## src/rtl/rgb_to_yuv_converter.sv

```systemverilog
// Converts one 8-bit RGB pixel to BT.601 studio-range 8-bit Y/U/V using three shared signed Q16 MACs.
// Latency: a pixel accepted on edge N is presented with out_valid=1 after edge N+3. Peak rate is one pixel every 4 cycles.
// Backpressure: the result holds in OUT until out_ready; in_ready is high only in IDLE, or in OUT while out_ready is high.
module rgb_to_yuv_converter #(
    parameter int COEFF_FRAC = 16,
    parameter int CLIP_EN    = 1
) (
    input  logic       CLOCK_50_I,
    input  logic       reset,
    input  logic       in_valid,
    output logic       in_ready,
    input  logic [7:0] R_in,
    input  logic [7:0] G_in,
    input  logic [7:0] B_in,
    output logic       out_valid,
    input  logic       out_ready,
    output logic [7:0] Y_out,
    output logic [7:0] U_out,
    output logic [7:0] V_out,
    output logic       busy
);

    typedef enum logic [2:0] {
        IDLE  = 3'd0,
        MUL_R = 3'd1,
        MUL_G = 3'd2,
        MUL_B = 3'd3,
        OUT   = 3'd4
    } state_t;

    // Rounding constant is half an LSB of the final shift, so the floor shift rounds to nearest.
    localparam logic signed [31:0] RND_HALF  = 32'sd1 <<< (COEFF_FRAC - 1);
    localparam logic signed [31:0] Y_PRESET  = (32'sd16  <<< COEFF_FRAC) + RND_HALF;
    localparam logic signed [31:0] UV_PRESET = (32'sd128 <<< COEFF_FRAC) + RND_HALF;

    // BT.601 studio-range coefficients in Q16 (value * 65536).
    localparam logic signed [31:0] C_Y_R =  32'sd16829;
    localparam logic signed [31:0] C_Y_G =  32'sd33039;
    localparam logic signed [31:0] C_Y_B =  32'sd6416;
    localparam logic signed [31:0] C_U_R = -32'sd9714;
    localparam logic signed [31:0] C_U_G = -32'sd19070;
    localparam logic signed [31:0] C_U_B =  32'sd28784;
    localparam logic signed [31:0] C_V_R =  32'sd28784;
    localparam logic signed [31:0] C_V_G = -32'sd24103;
    localparam logic signed [31:0] C_V_B = -32'sd4681;

    state_t state;
    state_t state_nxt;

    logic [7:0] r_q;
    logic [7:0] g_q;
    logic [7:0] b_q;

    logic signed [31:0] y_acc;
    logic signed [31:0] u_acc;
    logic signed [31:0] v_acc;

    logic        [7:0]  operand;
    logic signed [31:0] coef_y;
    logic signed [31:0] coef_u;
    logic signed [31:0] coef_v;
    logic signed [31:0] operand_s;
    logic signed [31:0] prod_y;
    logic signed [31:0] prod_u;
    logic signed [31:0] prod_v;
    logic signed [31:0] y_sum;
    logic signed [31:0] u_sum;
    logic signed [31:0] v_sum;

    logic accept;
    logic in_mul;

    // Drop the fractional bits (floor) and either saturate to 0..255 or wrap to the low byte.
    function automatic logic [7:0] round_clip(input logic signed [31:0] acc);
        logic signed [31:0] res;
        res = acc >>> COEFF_FRAC;
        if (CLIP_EN != 0) begin
            if (res < 32'sd0) begin
                return 8'd0;
            end
            if (res > 32'sd255) begin
                return 8'd255;
            end
        end
        return res[7:0];
    endfunction

    // A new pixel may enter when idle, or when the held result leaves on the same edge.
    assign in_ready  = (state == IDLE) | ((state == OUT) & out_ready);
    assign accept    = in_valid & in_ready;
    assign out_valid = (state == OUT);
    assign busy      = (state != IDLE);
    assign in_mul    = (state == MUL_R) | (state == MUL_G) | (state == MUL_B);

    // State register.
    always_ff @(posedge CLOCK_50_I) begin
        if (reset) begin
            state <= IDLE;
        end else begin
            state <= state_nxt;
        end
    end

    // Next-state logic: three fixed MAC steps, then wait in OUT for the consumer.
    always_comb begin
        state_nxt = state;
        case (state)
            IDLE: begin
                if (in_valid) begin
                    state_nxt = MUL_R;
                end
            end
            MUL_R: state_nxt = MUL_G;
            MUL_G: state_nxt = MUL_B;
            MUL_B: state_nxt = OUT;
            OUT: begin
                if (out_ready) begin
                    state_nxt = in_valid ? MUL_R : IDLE;
                end
            end
            default: state_nxt = IDLE;
        endcase
    end

    // Operand and coefficient select: each state feeds one colour component to all three MACs.
    always_comb begin
        operand = 8'd0;
        coef_y  = 32'sd0;
        coef_u  = 32'sd0;
        coef_v  = 32'sd0;
        case (state)
            MUL_R: begin
                operand = r_q;
                coef_y  = C_Y_R;
                coef_u  = C_U_R;
                coef_v  = C_V_R;
            end
            MUL_G: begin
                operand = g_q;
                coef_y  = C_Y_G;
                coef_u  = C_U_G;
                coef_v  = C_V_G;
            end
            MUL_B: begin
                operand = b_q;
                coef_y  = C_Y_B;
                coef_u  = C_U_B;
                coef_v  = C_V_B;
            end
            default: begin
                operand = 8'd0;
            end
        endcase
    end

    // Operand is unsigned 8-bit; zero-extend before the signed multiply so it never reads as negative.
    assign operand_s = $signed({24'd0, operand});
    assign prod_y    = coef_y * operand_s;
    assign prod_u    = coef_u * operand_s;
    assign prod_v    = coef_v * operand_s;
    assign y_sum     = y_acc + prod_y;
    assign u_sum     = u_acc + prod_u;
    assign v_sum     = v_acc + prod_v;

    // Input capture and accumulator update; accept only happens in IDLE/OUT, so it never collides with a MAC step.
    always_ff @(posedge CLOCK_50_I) begin
        if (reset) begin
            r_q   <= 8'd0;
            g_q   <= 8'd0;
            b_q   <= 8'd0;
            y_acc <= 32'sd0;
            u_acc <= 32'sd0;
            v_acc <= 32'sd0;
        end else if (accept) begin
            r_q   <= R_in;
            g_q   <= G_in;
            b_q   <= B_in;
            y_acc <= Y_PRESET;
            u_acc <= UV_PRESET;
            v_acc <= UV_PRESET;
        end else if (in_mul) begin
            y_acc <= y_sum;
            u_acc <= u_sum;
            v_acc <= v_sum;
        end
    end

    // Output registers: written once on the last MAC step and held otherwise, including while stalled.
    always_ff @(posedge CLOCK_50_I) begin
        if (reset) begin
            Y_out <= 8'd0;
            U_out <= 8'd0;
            V_out <= 8'd0;
        end else if (state == MUL_B) begin
            Y_out <= round_clip(y_sum);
            U_out <= round_clip(u_sum);
            V_out <= round_clip(v_sum);
        end
    end

endmodule

```

## config.mk

```make
export PLATFORM = sky130hd
export DESIGN_NAME = rgb_to_yuv_converter
export DESIGN_NICKNAME = d
export VERILOG_FILES = /design/src/rtl/rgb_to_yuv_converter.sv
export SDC_FILE = /design/constraint.sdc
export NUM_CORES = 1
export LEC_CHECK = 0
export ABC_AREA = 1
export CAP_MARGIN = 20
export CORE_MARGIN = 4
export CORE_UTILIZATION = 60
export CTS_CLUSTER_SIZE = 40
export DETAILED_ROUTE_END_ITERATION = 8
export GPL_TIMING_DRIVEN = 0
export HOLD_SLACK_MARGIN = 0.05
export PLACE_DENSITY = 0.78
export SYNTH_ARGS = -nofsm -noshare
export SYNTH_HDL_FRONTEND = slang
export SYNTH_SLANG_ARGS = --single-unit
```

## constraint.sdc

```tcl
create_clock -name CLOCK_50_I -period 12.5 [get_ports CLOCK_50_I]
set_input_delay 2.5 -clock CLOCK_50_I [delete_from_list [all_inputs] [get_ports CLOCK_50_I]]
set_output_delay 2.5 -clock CLOCK_50_I [all_outputs]
set_load 0.005 [all_outputs]
```

[Word-level counts from Yosys, hierarchy flattened]
Cells that the tools add are included.
Operators by class
  $add $sub $neg: 3
  multiply operators: 3
  divide/modulo/power cells: 0
  magnitude comparators: 6
  equality and inequality tests: 6
  shift operators: 0
  mux-type cells: 47
  bitwise logic cells: 5
  reduce and logical (&&, ||, !) cells: 5
Operators with widths (count)
  one-hot mux 32 bit (3 select lines): 2
  adder 32 bit: 3
  multiplier 32 x 9 -> 32 bit: 3
  2-to-1 mux 24 bit: 4
  2-to-1 mux 8 bit: 12
  greater-than comparator 16 x 9 -> 1 bit (second input constant): 3
  less-than comparator 16 x 1 -> 1 bit (second input constant): 3
  one-hot mux 16 bit (3 select lines): 1
  2-to-1 mux 21 bit: 2
  one-hot mux 8 bit (3 select lines): 1
  2-to-1 mux 1 bit: 22
  one-hot mux 3 bit (5 select lines): 1
  equality test 3 x 2 -> 1 bit (second input constant): 2
  2-to-1 mux 3 bit: 2
  equality test 3 x 1 -> 1 bit (second input constant): 1
  equality test 3 bit (second input constant): 1
  logical NOT 3 bit: 1
  OR 1 bit: 3
  nonzero test 3 bit: 1
  AND 1 bit: 2
  inequality test 2 x 1 -> 1 bit (second input constant): 1
  inequality test 2 bit (second input constant): 1
  AND reduction 2 bit: 1
  nonzero test 2 bit: 1
  OR reduction 2 bit: 1
Word-level totals
  register bits after elaboration: 147
  bits in latches: 0
  RAM bits: 0
  memory bits (read-only): 0
  input port bits: 28
  output and inout bits: 27
  memories: 0

[Longest topological paths before layout]
  depth after elaboration: 12
  depth in mapped cells: 40
  gate-level depth less buffers: 39

[Least setup slack after synthesis]
Ideal clock, no wire load.
  kind: reg2reg
  start point: register state[0]
  end point: register V_out[0]
  arrival: 6.521 ns
  slack: 5.870 ns
  cell stages (with the launch flop): 34
  path buffers: 0
  cell sequence: dfxtp_1 > inv_2 > nor2_2 > inv_2 > nor2_2 > inv_2 > nor2_1 > inv_1 > nand2_1 > inv_1 > fa_1 > inv_1 > fa_1 > inv_1 > fa_1 > fa_1 > fa_1 > inv_1 > ha_1 > nand2_1 > nor2_1 > inv_1 > nor3_2 > nand3_1 > nand2_1 > nand2_1 > nand2_1 > nand2_1 > nor2_1 > nand2_1 > nand2_2 > nand3_1 > nand2_1 > inv_1
On the way
  cells in the longest elaborated chain, start to end: 12
Ends and longest elaborated chain
  start: declaration: RTL line 47  | state_t state;
  start signal: assignment: RTL line 100  | state <= state_nxt;
  equality test 3 x 2 -> 1 bit, or another cell as far along: RTL line 131, 194
  one-hot mux 32 bit (3 select lines) / one-hot mux 8 bit (3 select lines) (equally long branches): RTL line 131  | case (state)
  multiplier 32 x 9 -> 32 bit: RTL line 160  | assign prod_v = coef_v * operand_s;
  adder 32 bit: RTL line 163  | assign v_sum = v_acc + prod_v;
  less-than comparator 16 x 1 -> 1 bit: RTL line 78  | if (res < 32'sd0) begin
  2-to-1 mux 1 bit: RTL line 78
  2-to-1 mux 1 bit: RTL line 194  | end else if (state == MUL_B) begin
  2-to-1 mux 1 bit: RTL line 190  | if (reset) begin
  2-to-1 mux 1 bit: RTL line 81  | if (res > 32'sd255) begin
  2-to-1 mux 1 bit: RTL line 194
  2-to-1 mux 1 bit: RTL line 190
  2-to-1 mux 8 bit: RTL line 85  | return res[7:0];
  end signal: assignment: RTL line 197  | V_out <= round_clip(v_sum);
  end: declaration: RTL line 19  | output logic [7:0] V_out,
Several ways; a longest one is shown, not always the timed one. The select of a mux whose other input is x is not followed.
A chain may end at the register's enable or synchronous reset.

[Final worst setup path]
  start point: register state[0]
  end point: register V_out[7]
The elaborated chain is that of the path after synthesis.

==> impl_results.md <==
* Synth Instances at 3053
* GP Congestion at 1.00
* Hold Violations, Final at 0
* Period utilization at ~72%
* All-layer global routing usage at 33.7%
* Startpoint class of the critical path: register
* Cell Pwr Density at 137 nW/um^2
* EDFF count, synth at 0
* Synth cell types at 46
* # H-tree levels at 4
* # nets final at around 3700
* Synth Register Bits at 146
* Die extent in y at 200 microns
* Slew Viols, Final at 0
* Tmin final at between 9 and 10 ns
* Syn_area_per_cell at between 7 and 8 sq um
* Non-filler cells, final at between 3000 and 4000
* Overall power at 3.29 mW
* Via density per instance at roughly 5.2
* WP buf/inv at 10
* Placed inst area at 23400 sq um
* Worst-case reg-to-reg path depth at 33
* Max_cap viols at 0
* Final instance area at 24000 sq um
* Worst Hold Class: reg2reg
* Crit path kind: reg2reg
* Root Buffer: clkbuf_16
* Ys flop type: dfxtp_1
* Count leader, synth: inv_1
* Post-CTS setup buffers at 0
* Crit path depth at 33
* Area growth from synthesis to layout at 8.10%
* Cell area after synthesis at 22200 sq um
* Core box area at ~37000 sq um
* Placed Cells incl. Taps at 3578
* Clk_skew at approximately 0.013 ns
* Hold Crit Depth at 2
* First-pass GRT wire length at between 100000 and 150000 microns
* Max-slew headroom at about a fifth
* Cell family with most CP delay: adder cells
* Syn Nets at ~3600
* Share of layout cells above drive strength 1 at 4.20%
* Rows at 70
* DRC at 0
* Seq/Total Area, Yosys at between 10% and 20%
* Post-DR wirelength/cell at approximately 18 microns
* Post-CTS sizing at 0
* Via count at around 19000
* Status: complete, no violations
* Clock Sinks at about 150
* Worst VDD drop at 110 uV
* Num CTS Buffers at 17
* Worst R2R Start: state[0]
* Initial core utilization at about three fifths
* Die ar. at approximately 40000 sq um
* Setup WS pre-CTS at between 3 and 4 ns
* Critical Path End Type: register
* TritonRoute pass-1 iters at 5
* Number of global-route vias before repair at 19300
* Ys async rst share at 0%
* Total Routed Length at roughly 66000 microns
* RSZ-0062 raised after global routing: false
* Number of diodes at 0
* Hold path start: g_q[0]
* Critical path startpoint: state[0]
* Die extent in x at roughly 200 microns
* CP most frequent cell: nand2_1
* Setup violations, final at 0
* Largest net degree at the start of global routing at 17
* CTS tree: done
* Final worst-path setup slack at 3.49 ns
* I/O pin count at 55
* Final TNS setup at 0 ns
* Clock-pin slew on the worst setup and hold paths at 0.07 ns
* DRT antenna net count at 0
* Yosys warns at 0
* Area leader, netlist: fa_1
* Grt ovf at 0
* Worst hold slack at approximately 0.46 ns
* Clock Path Buffers at 2
* Clk_lat worst skew at between 0.4 and 0.5 ns
* Synth top area share at between 20 and 30%
* Top post-synthesis cells by count: inv_1, nand2_1, fa_1, ha_1, nor2_1
* Port Buffers at 54
* Top post-synthesis cells by area: fa_1, inv_1, dfxtp_1
* Utilization after layout at between 60% and 70%
* Worst Path Arrival at ~9.4 ns
* Worst-Margin Slew at about 1.2 ns
* Initial antenna violation count at 1
* Reg2reg setup slack at between 3 and 4 ns
* Fmax at 0.111 GHz
* Post-CTS Hold Buffers at 0
* CP max stage cell: nor2_1
* Leak Pwr at between 10 and 15 nW
* CP required at between 10 and 15 ns
* Hpwl dp at 56500 microns
* CP max stage delay at approximately 0.85 ns
* Worst Path Max Fanout at 9
* Iter 0 DRT Violations at ~1400
==> tightest hold or removal path, delay by kind of cell (launching register included) <==
family / cells / cell delay (ns)
AOI/OAI and AO/OA: 1 / 0.06
DFF: 1 / 0.30
buffers and inverters: 1 / 0.06
==> cells in the final DEF, fill, tap and decap left out, types with 4 or more instances in the layout <==
| master | n |
|---|---|
| nand3_1 | 110 |
| clkbuf_8 | 4 |
| clkdlybuf4s50_1 | 54 |
| o211ai_1 | 28 |
| o21ai_0 | 92 |
| o21bai_1 | 8 |
| nand2_1 | 642 |
| nand3b_1 | 6 |
| xor2_1 | 48 |
| ha_1 | 208 |
| inv_2 | 12 |
| xnor2_1 | 17 |
| nand2_4 | 13 |
| fa_1 | 315 |
| buf_1 | 4 |
| a31oi_1 | 9 |
| inv_1 | 935 |
| inv_6 | 4 |
| nor3_1 | 7 |
| nor2_4 | 6 |
| clkbuf_16 | 17 |
| dfxtp_1 | 146 |
| clkbuf_1 | 35 |
| a21oi_1 | 145 |
| or2_2 | 4 |
| nor2_2 | 20 |
| nand2_2 | 21 |
| nor2_1 | 176 |
| nand4_1 | 9 |
==> cell families (layout without fill, tap and decap cells) <==
| logic type | count (synthesis) | count (layout) | share of synthesized area [%] |
|---|---|---|---|
| compound gates | 296 | 296 | 7.30 |
| fa+ha+maj | 523 | 523 | 40.1 |
| flops | 146 | 146 | 13.2 |
| xor+xnor | 66 | 66 | 2.64 |
| buf+inv | 992 | 1084 | 17.0 |
| simple gates | 1030 | 1030 | 19.8 |
==> area by class of cell <==
cell class / instances / area (sq um)
Multi-Input combinational cell: 1915 / 15500
Fill cell: 3303 / 12500
Inverter: 947 / 3550
Sequential cell: 146 / 2920
Timing Repair Buffer: 60 / 597
Tap cell: 468 / 586
Clock buffer: 19 / 443
Buffer: 45 / 211
Clock inverter: 13 / 174
==> state kept, by name, indices dropped and copies added, names as in the netlist <==
register,cells
Y_out,8
g_q,8
b_q,8
y_acc,32
u_acc,31
state,3
v_acc,32
r_q,8
U_out,8
V_out,8
==> power breakdown <==
| part | total (mW) | internal, mW | switching, mW |
|---|---|---|---|
| Clock | 0.562 | 0.322 | 0.239 |
| Sequential | 0.563 | 0.531 | 0.0321 |
| Combinational | 2.17 | 0.719 | 1.45 |
| Total | 3.29 | 1.57 | 1.72 |
==> final timing paths <==
check,endpoint
worst min register to register,g_q[0]
worst max register to register,V_out[7]
worst min-delay path,g_q[0]
worst max-delay path,V_out[7]
==> per-layer routing <==
layer / vias to the layer above / wire length [microns] / part of all wire (%) / global-route usage [%]
met5: - / 56 / 0.085 / 1.07
met4: 2 / 3210 / 4.8 / 14.5
met3: 132 / 5760 / 8.7 / 9.24
met2: 653 / 29200 / 44 / 52.5
met1: 8972 / 28000 / 42 / 44.3
li1: 9097 / - / - / -
No activity file was read; power rests on OpenSTA's default activity.
